### src/rtl/buck_pwm_modulator.sv
// Two-channel interleaved buck PWM modulator: 4us timebase master, on-time sampling/clamping,
// dead-time gate generation and synchronised over-current shutdown.
module buck_pwm_modulator #(
  parameter logic [15:0] PERIOD       = 16'd400,
  parameter logic [15:0] PHASE_OFFSET = 16'd200,
  parameter logic [15:0] MAX_ON       = 16'd180,
  parameter logic [15:0] DEAD_TIME    = 16'd10
) (
  input  logic        clk,
  input  logic        rst_n,
  input  logic        enable,
  input  logic        fault_n,
  input  logic        fault_clear,
  input  logic [15:0] inductor_charging_time,
  output logic [15:0] timer_buck_4us_0,
  output logic [15:0] timer_buck_4us_1,
  output logic [1:0]  gate_h,
  output logic [1:0]  gate_l,
  output logic        fault_flag,
  output logic [1:0]  pwm_state
);

  localparam logic [1:0] ST_IDLE  = 2'd0;
  localparam logic [1:0] ST_ARM   = 2'd1;
  localparam logic [1:0] ST_RUN   = 2'd2;
  localparam logic [1:0] ST_FAULT = 2'd3;

  logic [1:0][15:0] timer_q, timer_d;
  logic [1:0][15:0] on_q, on_d;
  logic [1:0]       state_q, state_d;
  logic [1:0]       gate_h_q, gate_h_d;
  logic [1:0]       gate_l_q, gate_l_d;
  logic             fs_meta_q, fs_q;

  function automatic logic [15:0] clamp_on(input logic [15:0] req);
    clamp_on = (req > MAX_ON) ? MAX_ON : req;
  endfunction

  function automatic logic [15:0] next_timer(input logic [15:0] t);
    next_timer = (t == PERIOD - 16'd1) ? 16'd0 : t + 16'd1;
  endfunction

  function automatic logic high_on(input logic [15:0] t, input logic [15:0] on);
    high_on = (on != 16'd0) && (t < on);
  endfunction

  // Zero on-time keeps the rectifier off too: diode emulation, no reverse inductor current.
  function automatic logic low_on(input logic [15:0] t, input logic [15:0] on);
    low_on = (on != 16'd0)
          && ({1'b0, t} >= ({1'b0, on} + {1'b0, DEAD_TIME}))
          && (t <= PERIOD - DEAD_TIME - 16'd1);
  endfunction

  always_comb begin
    for (int n = 0; n < 2; n++) begin
      timer_d[n] = next_timer(timer_q[n]);
      on_d[n]    = on_q[n];
      if (timer_q[n] == PERIOD - 16'd1) begin
        on_d[n] = clamp_on(inductor_charging_time);
      end else begin
        on_d[n] = on_q[n];
      end
    end
  end

  always_comb begin
    state_d = state_q;
    if (!fs_q) begin
      state_d = ST_FAULT;
    end else begin
      case (state_q)
        ST_IDLE:  state_d = enable ? ST_ARM : ST_IDLE;
        ST_ARM: begin
          if (!enable) begin
            state_d = ST_IDLE;
          end else if (timer_q[0] == PERIOD - 16'd1) begin
            state_d = ST_RUN;
          end else begin
            state_d = ST_ARM;
          end
        end
        ST_RUN:   state_d = enable ? ST_RUN : ST_IDLE;
        ST_FAULT: state_d = fault_clear ? ST_IDLE : ST_FAULT;
        default:  state_d = ST_IDLE;
      endcase
    end
  end

  // Gates are evaluated against next-cycle timer/on-time so the registered outputs line up with the displayed timers.
  always_comb begin
    for (int n = 0; n < 2; n++) begin
      gate_h_d[n] = (state_d == ST_RUN) && high_on(timer_d[n], on_d[n]);
      gate_l_d[n] = (state_d == ST_RUN) && low_on(timer_d[n], on_d[n]);
    end
  end

  always_ff @(posedge clk or negedge rst_n) begin
    if (!rst_n) begin
      fs_meta_q <= 1'b1;
      fs_q      <= 1'b1;
    end else begin
      fs_meta_q <= fault_n;
      fs_q      <= fs_meta_q;
    end
  end

  always_ff @(posedge clk or negedge rst_n) begin
    if (!rst_n) begin
      timer_q[0] <= 16'd0;
      timer_q[1] <= PHASE_OFFSET;
      on_q       <= '0;
      state_q    <= ST_IDLE;
      gate_h_q   <= 2'b00;
      gate_l_q   <= 2'b00;
    end else begin
      timer_q  <= timer_d;
      on_q     <= on_d;
      state_q  <= state_d;
      gate_h_q <= gate_h_d;
      gate_l_q <= gate_l_d;
    end
  end

  assign timer_buck_4us_0 = timer_q[0];
  assign timer_buck_4us_1 = timer_q[1];
  assign gate_h           = gate_h_q;
  assign gate_l           = gate_l_q;
  assign pwm_state        = state_q;
  assign fault_flag       = (state_q == ST_FAULT);

endmodule

### config.mk
export PLATFORM = sky130hd
export DESIGN_NAME = buck_pwm_modulator
export DESIGN_NICKNAME = d
export VERILOG_FILES = /design/src/rtl/buck_pwm_modulator.sv
export SDC_FILE = /design/constraint.sdc
export NUM_CORES = 1
export LEC_CHECK = 0
export CORE_MARGIN = 5
export CORE_UTILIZATION = 59
export CTS_CLUSTER_DIAMETER = 120
export DETAILED_ROUTE_END_ITERATION = 10
export GPL_TIMING_DRIVEN = 0
export PLACE_DENSITY = 0.87
export SETUP_SLACK_MARGIN = 0.02
export SLEW_MARGIN = 10
export SYNTH_ARGS = -nofsm -noshare
export SYNTH_HDL_FRONTEND = slang
export SYNTH_SLANG_ARGS = --single-unit
### constraint.sdc
create_clock -name clk -period 11.5 [get_ports clk]
set_clock_uncertainty 0.2 [all_clocks]
set_input_delay 1.725 -clock clk [delete_from_list [all_inputs] [get_ports clk]]
set_output_delay 1.725 -clock clk [all_outputs]
set_load 0.02 [all_outputs]
Yosys cells after proc, flatten, opt, wreduce, memory -nomap -nowiden
Index checks and enable logic that the tools add are counted.
{ "classes": {"add_sub_neg": 4, "order_cmp": 7, "n_eq_ne": 6, "n_mux": 12, "reduce_logical": 13} }
{ "ops": {"columns": ["op", "n"], "rows": [
  ["16-bit two-way mux", 5],
  ["16-bit by 4-bit adder with 17-bit output (second input constant)", 2],
  ["16-bit by 17-bit greater-or-equal comparator with 1-bit output", 2],
  ["16-bit by 1-bit adder with 16-bit output (second input constant)", 2],
  ["16-bit by 9-bit == test with 1-bit output (second input constant)", 2],
  ["16-bit by 9-bit <= comparator with 1-bit output (second input constant)", 2],
  ["16-bit less-than comparator", 2],
  ["16-bit nonzero test", 2],
  ["16-bit by 8-bit > comparator with 1-bit output (second input constant)", 1],
  ["1-bit logical AND", 10],
  ["2-bit two-way mux", 5],
  ["2-bit one-hot mux with 4 select lines", 1],
  ["2-bit == test (second input constant)", 3],
  ["2-bit by 1-bit == test with 1-bit output (second input constant)", 1],
  ["2-bit zero test", 1],
  ["1-bit two-way mux", 1]
]} }
{ "word_totals": {"regBits": 72, "out_inout_bits": 39, "word_cells": 51} }

Depth between registers and ports, before layout
{ "logic_depth": {"depth_word": 8, "ltp_mapped": 21} }

Worst setup path after synthesis
Ideal clock, no wire load.
{ "synth_path": {"path_kind": "input to register", "start": "in inductor_charging_time[15]", "end": "reg gate_l_q[0], in the netlist gate_l[0]", "setup_ns": 0.096, "arrival_time_ns": 5.213, "setup_slack_ns": 5.991, "stages": 15, "path_buffers": 0, "cell_sequence": "or4_4 or2_4 nor2_1 nand2_1 o21ai_0 ha_1 nor2_1 nor4_1 nand3_1 xnor2_1 ha_1 o21ai_0 a211o_1 or4_1 nor4_2"} }
{ "synth_lines": {"columns": ["item", "line_no", "source"], "rows": [
  ["from (decl)", "14", "input logic [15:0] inductor_charging_time,"],
  ["to (signal assigned)", "120", "gate_l_q <= gate_l_d;"],
  ["to (decl)", "32", "logic [1:0] gate_l_q, gate_l_d;"]
]} }

==> impl_results.md <==
* Syn Std Cell Area at 5580 um2
* Largest stage delay, worst path at about 550 ps
* Synth async-reset ratio at 1.00
* Sequential share of the synthesized area at 0.324
* PortBufs at roughly 60
* Max_slew headroom at 0.610
* Clock buffer count from CTS at 9
* CP startpoint kind: input pin
* Initial antenna violation count at 0
* Diode count at 0
* Delay-heaviest family, CP: simple AND/OR/NAND/NOR gates
* Cts hold-fix bufs at 0
* Unique masters post-synth at between 60 and 70
* DR WL/cell at about 17 um
* Number of synthesized flops with an enable pin at 0
* Crit path time final at between 6000 and 7000 ps
* Ys Warns at 0
* Post-Syn Nets at about 700
* Core area at 9240 um2
* Setup TNS at 0 ps
* Site row count at 35
* Total gr overflow at 0
* Worst-Skew Late Latency at between 300 and 400 ps
* CTS tree: done
* # H-tree levels at 3
* Post-DP HPWL at between 10,000 and 15,000 um
* Routed Antenna Nets at 0
* HP Class: flip-flop to flip-flop
* Fin. Hold Viols at 0
* VDD IR max at 58.3 uV
* Reg clk slew, reported paths at 70 ps
* Worst-path cell chain: clkdlybuf4s50_1, or4_4, or2_4, nor2_1, nand2_1, o21ai_0, ha_1, nor2_1, nor4_1, nand3_1, xnor2_1, ha_1, o21ai_0, a211o_1, or4_1, nor4_2
* Drt drc at 0
* RePlAce Congestion at 0.948
* Commonest cells in the netlist: 68 x ha_1, 68 x nand2_1, 67 x dfrtp_1
* First-pass GRT wire length at around 24,000 um
* Postcts setup bufs at 0
* Via count at a little under 5,000
* Via density at 5.96
* Resized Gates After CTS at 0
* # IOs at 60
* Synthesized flop and latch total at 72
* Clock sink total at slightly above 70
* Post-layout net count at approximately 800
* Worst reg2reg startpoint: timer_buck_4us_1[0]$_DFF_PN0_
* Max Cap Viol at 0
* Leakage at a little over 3 nW
* Top_reg_cell synth: dfrtp_1
* CTS Root Cell: clkbuf_8
* Crit path buf inv count at 1
* Synth area leader: dfrtp_1
* Power per cell area at between 80 and 90 nW/um2
* Avg Inst Size Synth at about 8.8 um2
* Layout cell share with drive strength beyond 1 at 0.0864
* Status: finished clean
* Max Root-Sink Buffers at 2
* Wire length reported by the detailed router at roughly 14,000 um
* Chip width at between 100 and 150 um
* Max-slew violation count at 0
* Syn-to-layout area delta at 18.1%
* Die area at 11,500 um2
* First-pass iteration count of the detailed router at 5
* CP required at roughly 12,000 ps
* Crit share post-route at 0.535
* Initial DRC Count at 227
* Critical Path Start: inductor_charging_time[15]
* Slew @ Worst Pin at approximately 570 ps
* Max Freq at ~160 MHz
* RSZ-0062 raised after global routing: false
* Share of the synthesized area in the top cell type at 0.301
* Hold_sp: fs_meta_q$_DFF_PN1_
* Largest net degree at the start of global routing at 51
* Critical Path AT at 6210 ps
* Synth area leaders: dfrtp_1 30%, ha_1 15%, xnor2_1 6.3%, nand2_1 4.6%, xor2_1 3.3%
* Hold WS at around 160 ps
* Vias in the first global route at between 5,000 and 6,000
* Crit path max fanout at 4
* Setup Crit Path Kind: input pin to flip-flop
* Post-Syn Instances at between 600 and 700
* Final setup viols at 0
* CP max stage cell: or4_4
* Tot GR Track Use at 0.257
* Nature of the critical path endpoint: flip-flop
* Initial Util at 0.604
* Die height at roughly 110 um
[cells by family (layout without fill, tap and decap cells)]
kind of cell    Yosys count  after routing  share of synthesized area
mux                       4              4                    0.00718
xor+xnor                 61             61                     0.0958
simple gates            245            245                      0.239
fa+ha+maj                68             68                      0.153
flops                    72             72                      0.324
buf+inv                  73            148                     0.0552
compound gates          108            108                      0.126
[layout by cell type (no fill, tap or decap), types with 7 or more instances in the layout]
cell type,instances
xor2_1,21
nor4_1,22
nand2_1,68
buf_2,15
nor3_1,21
a21oi_1,23
nor2_1,36
clkbuf_8,10
ha_1,68
nand3_1,21
o21ai_1,7
dfrtp_1,67
o21ai_0,23
clkbuf_1,9
o21a_1,8
inv_1,47
and3_1,8
clkdlybuf4s50_1,58
a21o_1,8
nand4_1,22
xnor2_1,40
[state kept, by name, summed over array words and instances, names as in the netlist]
signal            flops
pwm_state             2
fs_meta_q             1
gate_h                2
timer_buck_4us_0     16
on_q                 32
timer_buck_4us_1     16
gate_l                2
fs_q                  1
[stage by stage]
| stage | area (um2) | utilization | setup WS (ps) | instances | total power, mW |
|---|---|---|---|---|---|
| after CTS | 6590 | 0.713 | 5370 | 835 | 0.528 |
| after detailed placement | 6360 | 0.688 | 5030 | 820 | 0.285 |
| final | 6590 | 0.713 | 5350 | 835 | 0.528 |
| after global placement | 6330 | 0.685 | 5180 | 819 | 0.283 |
| after floorplan | 5580 | - | 5990 | 631 | 0.267 |
| after global routing | 6590 | 0.713 | 4970 | 835 | 0.543 |
[layout make-up]
type	instances	area (um2)
multi-input cells	486	3460
fillers	695	2650
flip-flops and latches	72	1810
repair buffers	60	616
inverters	48	180
well taps	129	161
clock buffers	12	145
plain buffers	25	128
clock inverters	3	90.1
[metal layers]
layer,GRT usage,vias up,wire [um]
li1,-,2400,-
met1,0.309,2374,6010
met2,0.460,156,7180
met3,0.0307,44,546
met4,0.111,0,486
met5,0,-,0
[path summary, 6_finish.rpt]
check,slack (ps),cells past startpoint,end
max,5350,16,gate_l[0]$_DFF_PN0_
min,160,0,fs_q$_DFF_PN1_
max reg2reg,6390,19,gate_l[1]$_DFF_PN0_
min reg2reg,160,0,fs_q$_DFF_PN1_
max in group asynchronous,9440,2,timer_buck_4us_1[3]$_DFF_PN1_
min in group asynchronous,1060,1,timer_buck_4us_0[4]$_DFF_PN0_
[power breakdown]
| part | switching [mW] | total (mW) | leakage (nW) | internal [mW] |
|---|---|---|---|---|
| combinational | 0.0120 | 0.0236 | 2.10 | 0.0116 |
| clock | 0.0990 | 0.248 | 0.117 | 0.149 |
| sequential | 0.00139 | 0.256 | 0.884 | 0.255 |
| total | 0.112 | 0.528 | 3.10 | 0.415 |
Note: power is estimated with default switching activity, not from simulation.
